$ cat src/rtl/tcbm_drive_link.sv
// Drive-side TCBM protocol engine: turns the two-phase DAV/ACK cable handshake
// into ready/valid byte streams and returns read bytes plus status to the host.
module tcbm_drive_link #(
    parameter int SYNC_STAGES = 2,
    parameter int TIMEOUT     = 4095,
    parameter int TO_W        = 12
) (
    input  logic       phi2,
    input  logic       reset,
    input  logic [7:0] tcbm_din,
    output logic [7:0] tcbm_dout,
    output logic       tcbm_doe,
    input  logic       tcbm_dav,
    output logic       tcbm_ack,
    output logic [1:0] tcbm_st,
    output logic       rx_valid,
    input  logic       rx_ready,
    output logic [7:0] rx_data,
    output logic       rx_is_cmd,
    input  logic       tx_valid,
    output logic       tx_ready,
    input  logic [7:0] tx_data,
    input  logic [1:0] tx_status,
    output logic       timeout_err
);

    typedef enum logic [2:0] {
        S_IDLE,
        S_C_REL,
        S_W_WAIT,
        S_W_HOLD,
        S_W_REL,
        S_R_LOAD,
        S_R_WAIT,
        S_R_REL
    } state_t;

    localparam logic [TO_W-1:0] TO_LAST = TO_W'(TIMEOUT - 1);

    logic [SYNC_STAGES-1:0] r_dav_sync;
    logic                   r_dav_prev;
    state_t                 r_state;
    logic [7:0]             r_code;
    logic [TO_W-1:0]        r_to_cnt;
    logic                   r_ack;
    logic                   r_doe;
    logic [7:0]             r_dout;
    logic [1:0]             r_st;
    logic                   r_rx_valid;
    logic [7:0]             r_rx_data;
    logic                   r_rx_is_cmd;
    logic                   r_to_err;

    logic w_dav_s;
    logic w_dav_fall;
    logic w_dav_rise;
    logic w_tx_ready;

    assign w_dav_s    = r_dav_sync[SYNC_STAGES-1];
    assign w_dav_fall = r_dav_prev & ~w_dav_s;
    assign w_dav_rise = ~r_dav_prev & w_dav_s;
    assign w_tx_ready = (r_state == S_R_LOAD) && tx_valid;

    // DAV is asynchronous to phi2; the chain idles high like the cable line.
    always_ff @(posedge phi2 or posedge reset) begin
        if (reset) begin
            r_dav_sync <= '1;
            r_dav_prev <= 1'b1;
        end else begin
            r_dav_sync <= {r_dav_sync[SYNC_STAGES-2:0], tcbm_dav};
            r_dav_prev <= w_dav_s;
        end
    end

    always_ff @(posedge phi2 or posedge reset) begin
        if (reset) begin
            r_state     <= S_IDLE;
            r_code      <= 8'h00;
            r_to_cnt    <= '0;
            r_ack       <= 1'b1;
            r_doe       <= 1'b0;
            r_dout      <= 8'h00;
            r_st        <= 2'b00;
            r_rx_valid  <= 1'b0;
            r_rx_data   <= 8'h00;
            r_rx_is_cmd <= 1'b0;
            r_to_err    <= 1'b0;
        end else begin
            r_to_err <= 1'b0;
            r_to_cnt <= (r_state == S_IDLE) ? '0 : r_to_cnt + 1'b1;
            // Abort wins over any transition due in the same cycle.
            if (r_state != S_IDLE && r_to_cnt == TO_LAST) begin
                r_state    <= S_IDLE;
                r_to_cnt   <= '0;
                r_ack      <= 1'b1;
                r_doe      <= 1'b0;
                r_rx_valid <= 1'b0;
                r_st       <= 2'b01;
                r_to_err   <= 1'b1;
            end else begin
                case (r_state)
                    S_IDLE: begin
                        if (w_dav_fall) begin
                            r_code  <= tcbm_din;
                            r_ack   <= 1'b0;
                            r_st    <= 2'b00;
                            r_state <= S_C_REL;
                        end
                    end
                    S_C_REL: begin
                        if (w_dav_rise) begin
                            r_ack    <= 1'b1;
                            r_to_cnt <= '0;
                            if (r_code == 8'h81 || r_code == 8'h82)
                                r_state <= S_W_WAIT;
                            else if (r_code == 8'h83 || r_code == 8'h84)
                                r_state <= S_R_LOAD;
                            else
                                r_state <= S_IDLE;
                        end
                    end
                    S_W_WAIT: begin
                        if (w_dav_fall) begin
                            r_rx_data   <= tcbm_din;
                            r_rx_is_cmd <= (r_code == 8'h81);
                            r_rx_valid  <= 1'b1;
                            r_to_cnt    <= '0;
                            r_state     <= S_W_HOLD;
                        end
                    end
                    S_W_HOLD: begin
                        // ACK is withheld until the consumer takes the byte.
                        if (r_rx_valid && rx_ready) begin
                            r_rx_valid <= 1'b0;
                            r_ack      <= 1'b0;
                            r_to_cnt   <= '0;
                            r_state    <= S_W_REL;
                        end
                    end
                    S_W_REL: begin
                        if (w_dav_rise) begin
                            r_ack   <= 1'b1;
                            r_state <= S_IDLE;
                        end
                    end
                    S_R_LOAD: begin
                        if (tx_valid) begin
                            r_dout   <= (r_code == 8'h83) ? tx_data : 8'h00;
                            r_st     <= tx_status;
                            r_doe    <= 1'b1;
                            r_to_cnt <= '0;
                            r_state  <= S_R_WAIT;
                        end
                    end
                    S_R_WAIT: begin
                        if (w_dav_fall) begin
                            r_ack    <= 1'b0;
                            r_to_cnt <= '0;
                            r_state  <= S_R_REL;
                        end
                    end
                    S_R_REL: begin
                        if (w_dav_rise) begin
                            r_ack   <= 1'b1;
                            r_doe   <= 1'b0;
                            r_st    <= 2'b00;
                            r_state <= S_IDLE;
                        end
                    end
                    default: r_state <= S_IDLE;
                endcase
            end
        end
    end

    assign tcbm_dout   = r_dout;
    assign tcbm_doe    = r_doe;
    assign tcbm_ack    = r_ack;
    assign tcbm_st     = r_st;
    assign rx_valid    = r_rx_valid;
    assign rx_data     = r_rx_data;
    assign rx_is_cmd   = r_rx_is_cmd;
    assign tx_ready    = w_tx_ready;
    assign timeout_err = r_to_err;

endmodule

$ cat config.mk
export PLATFORM = sky130hd
export DESIGN_NAME = tcbm_drive_link
export DESIGN_NICKNAME = d
export VERILOG_FILES = /design/src/rtl/tcbm_drive_link.sv
export SDC_FILE = /design/constraint.sdc
export NUM_CORES = 1
export LEC_CHECK = 0
export CAP_MARGIN = 40
export CORE_UTILIZATION = 31
export DETAILED_ROUTE_END_ITERATION = 12
export GPL_ROUTABILITY_DRIVEN = 0
export SETUP_SLACK_MARGIN = 0.1
export SLEW_MARGIN = 10
export SYNTH_ARGS = -nofsm -noshare
export SYNTH_HDL_FRONTEND = slang
export SYNTH_SLANG_ARGS = --single-unit
$ cat constraint.sdc
create_clock -name phi2 -period 3.3 [get_ports phi2]
set_input_delay 0.495 -clock phi2 [delete_from_list [all_inputs] [get_ports phi2]]
set_output_delay 0.495 -clock phi2 [all_outputs]
set_load 0.1 [all_outputs]
==> out/metrics.csv <==
stage;metric;value;unit
sta;setup_viol;0;
routing;drc;0;
routing;initialDrtViolationCount;113;
pwr;p_sw_share;45.1;%
clock_tree;htree_levels;2;
clock_tree;path_clk_slew;0.09;ns
clock_tree;postCtsSetupBuffers;0;
die;io_pins;47;
place;dpl.hpwl;3760;um
pwr;p_int;0.00162;W
pwr;p_clk_share;15.5;%
logic_synthesis;synthArstFlopShare;100;%
die;die_h;89.1;um
sta;fmax;416;MHz
clock_tree;root_buffer;clkbuf_8;
global_route;antenna_found_initial;0;
logic_synthesis;syn_nets;235;
global_route;grt_pass1_vias;1895;
setup_path;worst-path-max-fanout;22;
pwr;power.share.sequential;32.5;%
die;fp.dieW;89.1;um
sta;worst_pin_slew;0.640;ns
min_path;hold_path.startpoint;r_dav_sync[0];
logic_synthesis;synth_seq_cells;49;
setup_path;r2r-start;r_state[0];
routing;drtPass1Iterations;4;
sta;setup-tns-final;0;ns
flow_run;max_cap_violations;0;
global_route;grt_pass1_wl;8790;um
sta;whs;0.360;ns
place;port_buffers;46;
logic_synthesis;synthesis.area;2350;sq um
die;rows;31;
logic_synthesis;synth_cells;210;
clock_tree;cts.sinks;49;
sta;period_needed;2.41;ns
die;core_area;7290;sq um
routing;dr_total_vias;1854;
global_route;grt_start_max_net_pins;28;
setup_path;end_kind;output port;
setup_path;critPathLaunchType;flop;
sta;slew_violations;0;
sta;fin_crit_sh;72.9;%
sta;relSlewSlack;57.3;%
logic_synthesis;yosysWarnings;0;
routing;wl_per_cell;13.6;um
pwr;leakage;1.41;nW
setup_path;cp-startpoint;r_state[0];
clock_tree;cts_inserted_buffers;5;
sta;rsz0062_at_grt;no;
pwr;p_sw;0.00133;W
routing;drt_wl_total;5180;um
global_route;track_usage;14.5;%
logic_synthesis;yosysSeqAreaShare;52.4;%
routing;ant_nets;0;
sta;hold_viol;0;
logic_synthesis;synth_edf_count;0;
pwr;peakVddDrop;0.471;mV
clock_tree;ctsResizeCount;0;
setup_path;rrSetupSlack;1.07;ns
die;dieArea;7940;sq um
logic_synthesis;avgSynthCellArea;11.2;sq um
finish;final_nets;305;
setup_path;worstPathRequired;2.80;ns
clock_tree;clock_path_buffers;2;
outcome;status;complete, no violations;
clock_tree;ctsHoldBuffers;0;
global_route;overflow;0;
finish;layout-drive-gt1-share;22.4;%
pwr;p_per_area;877;nW/um^2
setup_path;worstPathArrival;1.91;ns
clock_tree;clock_latency;0.30;ns
sta;clock_skew;0.00629;ns
min_path;hold_class;reg -> reg;
routing;routed_via_density;4.88;
finish;antenna_cells;0;
die;initial_utilization;32.2;%
logic_synthesis;ys.flop_type;dfrtp_1;
finish;synthToLayoutAreaGrowth;42.8;%
logic_synthesis;ys_types;50;
pwr;comb_power_share;52.0;%
setup_path;critPathKind;reg -> out;
clock_tree;cts_tree;done;
-- layout make-up --
| class | count | area, sq um |
|---|---|---|
| clock buffers | 6 | 82.6 |
| clock inverters | 2 | 37.5 |
| fillers | 707 | 3940 |
| inverters | 4 | 15.0 |
| multi-input cells | 151 | 1070 |
| flip-flops and latches | 49 | 1230 |
| well taps | 99 | 124 |
| repair buffers | 69 | 796 |
-- layer usage --
layer / share of wire [%] / GRT usage, % / up-vias / routed length (um)
li1: - / - / 898 / -
met5: 0 / 0 / - / 0
met3: 4.4 / 3.23 / 8 / 226
met2: 50 / 24.9 / 42 / 2570
met1: 45 / 18.4 / 906 / 2320
met4: 1.2 / 3.90 / 0 / 62
-- critical path, cell delays in order, from the launching register on --
cell and delay, ns:
dfrtp_1 0.76, nor2b_1 0.29, and3_1 0.24, buf_4 0.31
-- sequential cells by signal, indices dropped and copies added (netlist names) --
name / cells
r_code: 8
r_dav_prev: 1
r_dav_sync: 2
r_state: 3
r_to_cnt: 12
rx_data: 8
rx_is_cmd: 1
rx_valid: 1
tcbm_ack: 1
tcbm_doe: 1
tcbm_dout: 8
tcbm_st: 2
timeout_err: 1
-- synthesized netlist by cell type (all sizes together), types with 2 or more instances --
cell / count / area [sq um]
a21oi: 11 / 55.1
a22o: 8 / 70.1
and3: 3 / 23.8
and4: 2 / 17.5
buf: 4 / 26.3
clkbuf: 2 / 7.51
dfrtp: 45 / 1130
dfstp: 4 / 105
ha: 2 / 25.0
inv: 4 / 15.0
mux2: 16 / 210
nand2: 13 / 53.8
nand2b: 3 / 18.8
nand3: 9 / 45.0
nand4: 4 / 31.3
nand4b: 2 / 17.5
nor2: 19 / 71.3
nor2b: 10 / 62.6
nor3: 3 / 20.0
nor3b: 2 / 15.0
o21a: 4 / 30.0
o21ai: 7 / 35.0
o221ai: 2 / 17.5
o31ai: 2 / 15.0
or3: 2 / 12.5
or3b: 2 / 17.5
xnor2: 3 / 26.3
xor2: 6 / 52.6
-- power by group through the flow --
stage	combinational, W	sequential, W	clock, W
2_1_floorplan	0.000567	0.00142	0
3_3_place_gp	0.00131	0.000962	0
3_5_place_dp	0.00153	0.000971	0
4_1_cts	0.00154	0.000957	0.000469
5_1_grt	0.00163	0.000988	0.000491
6_report	0.00153	0.000958	0.000455
-- path summary, 6_finish.rpt --
check	end	cells after the start
max	tx_ready	3
min	r_dav_sync[1]	0
max reg2reg	r_to_cnt[8]	4
min reg2reg	r_dav_sync[1]	0
max in group asynchronous	r_dav_prev	4
min in group asynchronous	rx_data[6]	2
-- cell usage in the layout (no fill, tap or decap), drive strengths merged, types with 7 or more instances in the layout --
master	instances
a21oi	11
a22o	8
buf	26
clkdlybuf4s50	43
dfrtp	45
mux2	16
nand2	13
nand3	9
nor2	19
nor2b	10
o21ai	7
-- through the flow --
step / setup WS, ns / power [W] / utilization (%) / instances / cell area (sq um)
global route: 0.768 / 0.00311 / 46.0 / 380 / 3360
floorplan: 1.11 / 0.00199 / - / 210 / 2350
CTS: 0.902 / 0.00297 / 46.0 / 380 / 3360
finish: 0.894 / 0.00294 / 46.0 / 380 / 3360
detailed placement: 1.10 / 0.00250 / 44.4 / 372 / 3240
global placement: 1.13 / 0.00227 / 39.8 / 350 / 2900
-- cells by family (layout without fill, tap and decap cells) --
| logic type | count (synthesis) | count (layout) | synth area share [%] |
|---|---|---|---|
| flops | 49 | 49 | 52.4 |
| xor+xnor | 9 | 9 | 3.35 |
| fa+ha+maj | 2 | 2 | 1.06 |
| mux | 17 | 17 | 9.37 |
| compound gates | 43 | 43 | 12.7 |
| simple gates | 80 | 80 | 19.1 |
| buf+inv | 10 | 81 | 2.08 |
(Power assumes the default switching activity.)
